## config.mk

```make
export PLATFORM = sky130hd
export DESIGN_NAME = spi_a2d_resp
export DESIGN_NICKNAME = d
export VERILOG_FILES = /design/src/rtl/spi_a2d_pkg.sv /design/src/rtl/spi_edge_det.sv /design/src/rtl/spi_a2d_resp.sv
export SDC_FILE = /design/constraint.sdc
export NUM_CORES = 1
export LEC_CHECK = 0
export ABC_AREA = 1
export ABC_CLOCK_PERIOD_IN_PS = 4300
export BUFFER_PORTS_ARGS = -buffer_cell sky130_fd_sc_hd__buf_2
export CAP_MARGIN = 25
export CELL_PAD_IN_SITES_DETAIL_PLACEMENT = 0
export CELL_PAD_IN_SITES_GLOBAL_PLACEMENT = 1
export CORE_ASPECT_RATIO = 1.5
export CORE_MARGIN = 2
export CORE_UTILIZATION = 50
export DETAILED_ROUTE_END_ITERATION = 10
export PLACE_DENSITY = 0.81
export REMOVE_ABC_BUFFERS = 1
export SLEW_MARGIN = 15
export SYNTH_ARGS = -nofsm -noshare
export SYNTH_HDL_FRONTEND = slang
export SYNTH_SLANG_ARGS = --single-unit
```

## constraint.sdc

```tcl
create_clock -name clk -period 4.3 [get_ports clk]
set_input_delay 1.29 -clock clk [delete_from_list [all_inputs] [get_ports clk]]
set_output_delay 1.29 -clock clk [all_outputs]
set_load 0.02 [all_outputs]
```

## src/rtl/spi_a2d_pkg.sv

```systemverilog
// rtl/spi_a2d_pkg.sv - shared constants and FSM state type for the SPI A/D responder
package spi_a2d_pkg;

  localparam int DATA_W    = 12;
  localparam int FRM_BITS  = 16;
  localparam int NUM_CHNL  = 8;
  localparam int CHNL_W    = $clog2(NUM_CHNL);
  localparam int CNT_W     = 5;
  // Channel field position inside the received command word
  localparam int CHNL_LSB  = 11;

  typedef enum logic [1:0] {
    IDLE  = 2'd0,
    ARMED = 2'd1,
    SHIFT = 2'd2
  } state_e;

endpackage

```

## src/rtl/spi_edge_det.sv

```systemverilog
// rtl/spi_edge_det.sv - input synchronizer with registered rise/fall pulses
module spi_edge_det #(
  parameter int   SYNC_STAGES = 2,
  parameter logic RST_VAL     = 1'b0
) (
  input  logic clk,
  input  logic rst_n,
  input  logic d_i,
  output logic lvl_o,
  output logic rise_o,
  output logic fall_o
);

  logic [SYNC_STAGES-1:0] sync_q;
  logic                   prev_q;
  logic                   rise_q;
  logic                   fall_q;

  // Synchronizer chain, then compare last stage against its delayed copy;
  // pulses and lvl_o are aligned and appear SYNC_STAGES+1 clk after the input
  always_ff @(posedge clk or negedge rst_n) begin
    if (!rst_n) begin
      sync_q <= {SYNC_STAGES{RST_VAL}};
      prev_q <= RST_VAL;
      rise_q <= 1'b0;
      fall_q <= 1'b0;
    end else begin
      sync_q[0] <= d_i;
      for (int i = 1; i < SYNC_STAGES; i++) begin
        sync_q[i] <= sync_q[i-1];
      end
      prev_q <= sync_q[SYNC_STAGES-1];
      rise_q <= sync_q[SYNC_STAGES-1] & ~prev_q;
      fall_q <= ~sync_q[SYNC_STAGES-1] & prev_q;
    end
  end

  assign lvl_o  = prev_q;
  assign rise_o = rise_q;
  assign fall_o = fall_q;

endmodule

```

## src/rtl/spi_a2d_resp.sv

```systemverilog
// rtl/spi_a2d_resp.sv - SPI mode-0 slave returning stored A/D channel values; SPI_A2D_AUTOINC_EN adds post-read increment
module spi_a2d_resp
  import spi_a2d_pkg::*;
#(
  parameter int SYNC_STAGES = 2
) (
  input  logic              clk,
  input  logic              rst_n,
  input  logic              SS_n,
  input  logic              SCLK,
  input  logic              MOSI,
  output logic              MISO,
  input  logic              wr_en,
  input  logic [CHNL_W-1:0] wr_chnl,
  input  logic [DATA_W-1:0] wr_data,
  output logic              cmd_vld,
  output logic [CHNL_W-1:0] cmd_chnl,
  output logic              frm_err
);

  logic ss_lvl, ss_rise, ss_fall;
  logic sclk_lvl, sclk_rise, sclk_fall;
  logic mosi_lvl, mosi_rise, mosi_fall;

  spi_edge_det #(.SYNC_STAGES(SYNC_STAGES), .RST_VAL(1'b1)) u_ss_det (
    .clk(clk), .rst_n(rst_n), .d_i(SS_n),
    .lvl_o(ss_lvl), .rise_o(ss_rise), .fall_o(ss_fall)
  );

  spi_edge_det #(.SYNC_STAGES(SYNC_STAGES), .RST_VAL(1'b0)) u_sclk_det (
    .clk(clk), .rst_n(rst_n), .d_i(SCLK),
    .lvl_o(sclk_lvl), .rise_o(sclk_rise), .fall_o(sclk_fall)
  );

  spi_edge_det #(.SYNC_STAGES(SYNC_STAGES), .RST_VAL(1'b0)) u_mosi_det (
    .clk(clk), .rst_n(rst_n), .d_i(MOSI),
    .lvl_o(mosi_lvl), .rise_o(mosi_rise), .fall_o(mosi_fall)
  );

  state_e              state_q, state_d;
  logic [DATA_W-1:0]   regs_q [NUM_CHNL];
  logic [FRM_BITS-1:0] tx_q;
  logic [FRM_BITS-1:0] rx_q;
  logic [CNT_W-1:0]    cnt_q;
  logic [CHNL_W-1:0]   cmd_chnl_q;
  logic                cmd_vld_q;
  logic                frm_err_q;

  logic load_tx, rx_shift, tx_shift, frm_ok, frm_bad;

  // FSM state register
  always_ff @(posedge clk or negedge rst_n) begin
    if (!rst_n) state_q <= IDLE;
    else        state_q <= state_d;
  end

  // Next state and per-cycle datapath controls; SCLK edges outside a frame fall through IDLE untouched
  always_comb begin
    state_d  = state_q;
    load_tx  = 1'b0;
    rx_shift = 1'b0;
    tx_shift = 1'b0;
    frm_ok   = 1'b0;
    frm_bad  = 1'b0;
    unique case (state_q)
      IDLE: begin
        if (ss_fall) begin
          state_d = ARMED;
          load_tx = 1'b1;
        end
      end
      ARMED: begin
        if (ss_rise) begin
          state_d = IDLE;
          frm_bad = 1'b1;
        end else if (sclk_rise) begin
          state_d  = SHIFT;
          rx_shift = 1'b1;
        end
      end
      SHIFT: begin
        if (ss_rise) begin
          state_d = IDLE;
          if (cnt_q == CNT_W'(FRM_BITS)) frm_ok  = 1'b1;
          else                           frm_bad = 1'b1;
        end else begin
          rx_shift = sclk_rise;
          tx_shift = sclk_fall;
        end
      end
      default: state_d = IDLE;
    endcase
  end

  // Shift registers, bit counter and frame-end results
  always_ff @(posedge clk or negedge rst_n) begin
    if (!rst_n) begin
      tx_q       <= '0;
      rx_q       <= '0;
      cnt_q      <= '0;
      cmd_chnl_q <= '0;
      cmd_vld_q  <= 1'b0;
      frm_err_q  <= 1'b0;
    end else begin
      // The read uses the channel from the previous frame; regs_q still holds the pre-write value this cycle
      if (load_tx) begin
        tx_q <= {{(FRM_BITS-DATA_W){1'b0}}, regs_q[cmd_chnl_q]};
      end else if (tx_shift) begin
        tx_q <= {tx_q[FRM_BITS-2:0], 1'b0};
      end
      if (load_tx) begin
        rx_q  <= '0;
        cnt_q <= '0;
      end else if (rx_shift) begin
        rx_q <= {rx_q[FRM_BITS-2:0], mosi_lvl};
        if (cnt_q != CNT_W'(FRM_BITS)) cnt_q <= cnt_q + 1'b1;
      end
      if (frm_ok) cmd_chnl_q <= rx_q[CHNL_LSB +: CHNL_W];
      cmd_vld_q <= frm_ok;
      frm_err_q <= frm_bad;
    end
  end

`ifdef SPI_A2D_AUTOINC_EN
  logic inc_pend_q;

  // Channel register file; the increment lands one clk after the load, a host write to the same entry wins
  always_ff @(posedge clk or negedge rst_n) begin
    if (!rst_n) begin
      for (int i = 0; i < NUM_CHNL; i++) regs_q[i] <= '0;
      inc_pend_q <= 1'b0;
    end else begin
      inc_pend_q <= load_tx;
      if (inc_pend_q && !(wr_en && (wr_chnl == cmd_chnl_q))) begin
        regs_q[cmd_chnl_q] <= regs_q[cmd_chnl_q] + 1'b1;
      end
      if (wr_en) regs_q[wr_chnl] <= wr_data;
    end
  end
`else
  // Channel register file, written only by the host port
  always_ff @(posedge clk or negedge rst_n) begin
    if (!rst_n) begin
      for (int i = 0; i < NUM_CHNL; i++) regs_q[i] <= '0;
    end else if (wr_en) begin
      regs_q[wr_chnl] <= wr_data;
    end
  end
`endif

  logic unused_sig;
  assign unused_sig = ^{sclk_lvl, mosi_rise, mosi_fall,
                        rx_q[FRM_BITS-1:CHNL_LSB+CHNL_W], rx_q[CHNL_LSB-1:0]};

  assign MISO     = ss_lvl ? 1'b0 : tx_q[FRM_BITS-1];
  assign cmd_vld  = cmd_vld_q;
  assign cmd_chnl = cmd_chnl_q;
  assign frm_err  = frm_err_q;

endmodule
```

==> impl_metrics.tcl, run 1 <==
set metrics [dict create \
    leakagePower_nw 3.92 \
    report.final.slew_viol_count 0 \
    first_pass_iters 5 \
    cp_slowest_stage_delay_ns 0.64 \
    synthToLayoutAreaGrowth_pct 10.8 \
    synth-seq-area-share 0.538 \
    synthSimpleGateAreaFrac 0.225 \
    yosys.area.top_type "dfrtp_1" \
    p_switching_mw 1.20 \
    synth_mux_area_frac 0 \
    min_path_cells 0 \
    postCtsSetupRepairBufs 0 \
    ant_nets 0 \
    die_area_sq_um 15100 \
    wirelength_um 16000 \
    avgSynthCellArea_sq_um 8.16 \
    p_int_mw 2.91 \
    grt_max_degree 74 \
    core_sq_um 13900 \
    placed_cells 1016 \
    crit_family "flip-flops" \
    grt.total_usage 0.231 \
    wl_per_cell_um 15.3 \
    synth_cell_types 29 \
    startpoint_type "flip-flop" \
    period_share 0.609 \
    vias_per_cell 5.17 \
    nets 898 \
    path_cells "buf_2" \
    timing_hold_violations_final 0 \
    yosys.area_share.adder 0.0107 \
    clock-sinks 151 \
    grt_pass1_vias 5282 \
    path_class "flip-flop to primary output" \
    numPortBuffers 26 \
    row_count 53 \
    cpMaxStageDelayCell "dfrtp_2" \
    end_kind "primary output" \
    ys_seq_elements 151 \
    drc 0 \
    drive_gt1_frac 0.107 \
    p_clk_frac 0.363 \
    max_freq_ghz 0.382 \
    required_ns 3.01 \
    critPathBufInv 1 \
    cts_buffers 17 \
    crit_path_max_fanout 22 \
    overflow 0 \
    worst_hold_slack_ns 0.350 \
    cts_tree "yes" \
    tightest_slew_ns 0.837 \
    diodes 0 \
    synth-xor-area-share 0.00124 \
    r2r_end "cnt_q[0]" \
    power_density_nw_per_um2 527 \
    fin_skew_ns 0.0126 \
    cts_resized 0 \
    peakVddDrop_mv 0.220 \
    cts_hold_buf 0 \
    worst-r2r-cell-count 8 \
    clockBufferDepth 2 \
    synth_compound_area_frac 0.116 \
    cts-root-buf "clkbuf_16" \
    hold_start "u_mosi_det.sync_q[0]" \
    fin_crit_ns 2.62 \
    finalSetupViolations 0 \
    min_path_type "flip-flop to flip-flop" \
    maxSlewHeadroom 0.441 \
    fin_cells 1049 \
    yosys_warnings 0 \
    drv_cap 0 \
    clk_pin_slew_worst_paths_ns 0.06 \
    status "finished clean" \
    critPathArrivalTime_ns 1.33 \
    vias 5428 \
    ff2ff_setup_slack_ns 1.95 \
    antenna_found_initial 0 \
    insertion_delay_ns 0.43 \
    die_h_um 149 \
    power_switching_share 0.292 \
    gp_congestion 0.739 \
    hold_path_end "u_mosi_det.sync_q[1]" \
    finalSetupTns_ns 0 \
    rsz0062_at_grt "false" \
    seqPwrFrac 0.456 \
    initial_core_util 0.508 \
    utilization 0.563 \
    io_pins 27 \
    place_area_sq_um 7190 \
    die_x_um 101 \
    dr.first_iter.drc_count 342 \
    syn_area_sq_um 7040 \
    synth_top_area_frac 0.526 \
    synth_top_family_by_area "simple AND/OR/NAND/NOR gates" \
    cts_max_level 4 \
    power_frac_comb 0.181 \
    dp_hpwl_um 9760 \
    grt_pass1_wl_um 26700 \
    syn_inst 862 \
    fin_area_sq_um 7800 \
    synth_area_leaders "dfrtp_1 53%, nand2_1 12%, inv_1 7.1%" \
    r2r_start "state_q[0]" \
]
-- sequential cells by signal (all words and copies together) (netlist names), 2 cells and up --
register	cells
regs_q	96
cmd_chnl	3
state_q	2
tx_q	16
cnt_q	5
u_mosi_det.sync_q	2
u_ss_det.sync_q	2
u_sclk_det.sync_q	2
rx_q	14
-- layer usage --
metal,share of wire,vias up,global-route usage
li1,-,2715,-
met1,0.43,2578,0.293
met2,0.51,112,0.394
met3,0.038,23,0.0375
met4,0.019,0,0.0877
met5,0,-,0
-- layout by cell type (no fill, tap or decap), types with 2 or more instances in the layout --
cell type,netlist,layout
nand4_1,2,2
buf_2,24,25
clkinv_4,0,5
clkbuf_16,0,17
o31ai_1,8,8
nor2_2,3,3
o21ai_2,8,8
buf_4,2,5
nand3_2,2,2
nand3_1,93,93
nor2_1,31,31
o21ai_1,57,57
clkinv_2,0,3
a21oi_1,13,13
nand2_2,6,6
dfstp_2,3,3
nand2_1,232,232
inv_1,133,133
o21ai_0,62,62
clkbuf_1,5,3
dfrtp_1,148,147
inv_2,6,6
bufinv_16,0,3
ha_1,6,6
-- stage by stage --
stage               setup slack, ns  power, mW
global route                   1.62       4.37
floorplan                      1.72       2.42
finish                         1.68       4.11
CTS                            1.66       4.14
global placement               1.60       2.60
detailed placement             1.47       2.64
-- layout make-up --
class                           instances  area [sq um]
Timing Repair Buffer                   33           209
Tap cell                              165           206
Clock inverter                         12           156
Fill cell                            1316          6060
Sequential cell                       151          3780
Inverter                              139           522
Multi-Input combinational cell        529          2480
Clock buffer                           20           437
-- power groups by stage --
stage,Combinational [mW],Clock [mW],Sequential [mW]
finish,0.743,1.49,1.88
global placement,0.714,0,1.88
CTS,0.754,1.52,1.87
floorplan,0.570,0,1.85
global route,0.885,1.58,1.91
detailed placement,0.746,0,1.90
-- worst max path at each step --
| stage | startpoint | endpoint | slack [ns] | cells after the start |
|---|---|---|---|---|
| 3_3_place_gp | wr_chnl[2] | regs_q[0] | 1.60 | 4 |
| 6_report | cmd_chnl[0] | cmd_chnl[0] | 1.68 | 1 |
| 2_1_floorplan | cmd_chnl[0] | cmd_chnl[0] | 1.72 | 0 |
| 5_1_grt | cmd_chnl[0] | cmd_chnl[0] | 1.62 | 1 |
| 3_5_place_dp | wr_chnl[2] | regs_q[0] | 1.47 | 4 |
| 4_1_cts | cmd_chnl[0] | cmd_chnl[0] | 1.66 | 1 |
-- synthesized netlist by cell type --
master / n
a21oi_1: 13
buf_1: 3
buf_2: 24
buf_4: 2
buf_6: 6
clkbuf_1: 5
clkbuf_2: 3
dfrtp_1: 148
dfstp_2: 3
ha_1: 6
inv_1: 133
inv_2: 6
nand2_1: 232
nand2_2: 6
nand3_1: 93
nand3_2: 2
nand3_4: 1
nand4_1: 2
nor2_1: 31
nor2_2: 3
nor2_4: 1
nor3_4: 1
o21ai_0: 62
o21ai_1: 57
o21ai_2: 8
o21ai_4: 1
o21bai_1: 1
o31ai_1: 8
xor2_1: 1
-- logic make-up after synthesis --
family | count (synthesis)
buf+inv | 182
flops | 151
xor+xnor | 1
compound gates | 150
simple gates | 372
fa+ha+maj | 6
Note: power is estimated with default switching activity, not from simulation.
==> run 2, diff against run 1 <==
Settings changed: ABC_CLOCK_PERIOD_IN_PS 4300 to 2100, CORE_UTILIZATION 50 to 42, PLACE_DENSITY 0.81 to 0.72.
Clock period 4.3 ns to 2.1 ns, I/O delays scaled along.
==> run 2 against run 1 <==
Compared with the run above:
- flip-flop and latch count is the same
- setup slack lost 1.5 ns
- utilization shrank 8.4 points
- clock-buffer cell count grew 3
- via count grew 1.1%
- first-iteration DRC count shrank 1.5%
- critical path type unchanged
- largest cell class unchanged
==> impl_metrics.tcl, run 2 (synthesis gave the netlist of run 1 again) <==
set metrics [dict create \
    status "finished clean" \
    dr.first_iter.drc_count 337 \
    rsz0062_at_grt "false" \
    critPathArrivalTime_ns 1.28 \
    report.final.slew_viol_count 0 \
    critPathLaunch "cmd_chnl[0]" \
    power_frac_comb 0.184 \
    fin_cells 1107 \
    grt_pass1_wl_um 27300 \
    grt_pass1_vias 5282 \
    startpoint_type "flip-flop" \
    crit_path_max_fanout 21 \
    vias_per_cell 4.95 \
    final_common_cell "nand2_1" \
    grt_max_degree 42 \
    r2r_start "state_q[0]" \
    p_int_mw 5.98 \
    worst-r2r-cell-count 7 \
    drc 0 \
    min_path_type "primary input to asynchronous set/reset pin" \
    cts_max_level 4 \
    leakagePower_nw 3.99 \
    path_class "flip-flop to primary output" \
    regMostFlops "regs_q" \
    layout_common_cells "232 x nand2_1, 147 x dfrtp_1, 133 x inv_1" \
    core_sq_um 16600 \
    dp_hpwl_um 10500 \
    peakVddDrop_mv 0.464 \
    max_freq_ghz 0.523 \
    maxSlewHeadroom 0.570 \
    place_area_sq_um 7380 \
    cts_hold_buf 0 \
    vias 5485 \
    p_switching_mw 2.42 \
    critPathBufInv 2 \
    cts-root-buf "clkbuf_16" \
    finalPower_mw 8.39 \
    io_pins 27 \
    wl_per_cell_um 14.8 \
    gp_congestion 0.753 \
    clk_pin_slew_worst_paths_ns 0.06 \
    utilization 0.479 \
    overflow 0 \
    finalSetupViolations 0 \
    crit_family "buffers and inverters" \
    drv_cap 0 \
    endpoint "cmd_chnl[0]" \
    die_area_sq_um 17800 \
    fin_crit_ns 1.91 \
    cp_slowest_stage_delay_ns 0.38 \
    fin_area_sq_um 7960 \
    clockBufferDepth 2 \
    end_kind "primary output" \
    row_count 58 \
    p_clk_frac 0.359 \
    grt.total_usage 0.202 \
    numPortBuffers 26 \
    antenna_found_initial 0 \
    worst_hold_slack_ns 0.121 \
    drive_gt1_frac 0.122 \
    largest_reg_flops 96 \
    synthToLayoutAreaGrowth_pct 13.2 \
    path_cells "buf_4 -> buf_2" \
    die_h_um 163 \
    power_density_nw_per_um2 1050 \
    diodes 0 \
    fin_ws_ns 0.187 \
    clock-sinks 151 \
    r2r_end "cnt_q[3]" \
    postCtsSetupRepairBufs 0 \
    pre_cts_slack_ns 0.250 \
    finalSetupTns_ns 0 \
    initial_core_util 0.423 \
    ff2ff_setup_slack_ns 0.24 \
    cts_tree "yes" \
    fin_skew_ns 0.00770 \
    tightest_slew_ns 0.644 \
    cpMaxStageDelayCell "dfrtp_2" \
    cts_resized 0 \
    period_share 0.911 \
    ant_nets 0 \
    power_switching_share 0.288 \
    required_ns 1.47 \
    cts_buffers 17 \
    wirelength_um 16400 \
    placed_cells 1075 \
    die_x_um 110 \
    timing_hold_violations_final 0 \
    nets 911 \
    top_regs "regs_q: 96 flops, tx_q: 16 flops, rx_q: 14 flops" \
    insertion_delay_ns 0.42 \
    path_depth 2 \
    first_pass_iters 5 \
    seqPwrFrac 0.457 \
]
## run 2: worst reg2reg max path, delay by kind of cell (launching register included)
kind	cells	cell delay, ns
simple gates	3	0.70
flops	1	0.37
buf+inv	1	0.09
fa+ha+maj	1	0.35
compound gates	2	0.25
## run 2: worst min-delay path by stage
stage,slack (ns),to,from
CTS,0.12,regs_q[23],rst_n
floorplan,0.33,cmd_chnl[0],rst_n
global placement,0.34,u_mosi_det.lvl_o,u_mosi_det.sync_q[1]
global route,0.13,regs_q[13],rst_n
finish,0.12,regs_q[23],rst_n
detailed placement,0.34,u_sclk_det.sync_q[1],u_sclk_det.sync_q[0]
## run 2: layer usage
metal / GRT usage / part of all wire
met3: 0.0512 / 0.040
met4: 0.0731 / 0.019
met2: 0.324 / 0.49
met1: 0.263 / 0.45
met5: 0 / 0
## run 2: area by class of cell
type,count,area [sq um]
fillers,1622,8660
flip-flops and latches,151,3780
multi-input cells,529,2480
inverters,139,522
clock buffers,23,488
repair buffers,46,324
well taps,210,263
clock inverters,9,97.6
## run 2: power groups by stage
stage	Clock [mW]	Combinational (mW)	Sequential, mW
after floorplan	0	1.17	3.79
final	3.01	1.54	3.84
after global placement	0	1.50	3.86
after detailed placement	0	1.56	3.89
after global routing	3.23	1.83	3.91
after CTS	3.09	1.57	3.84
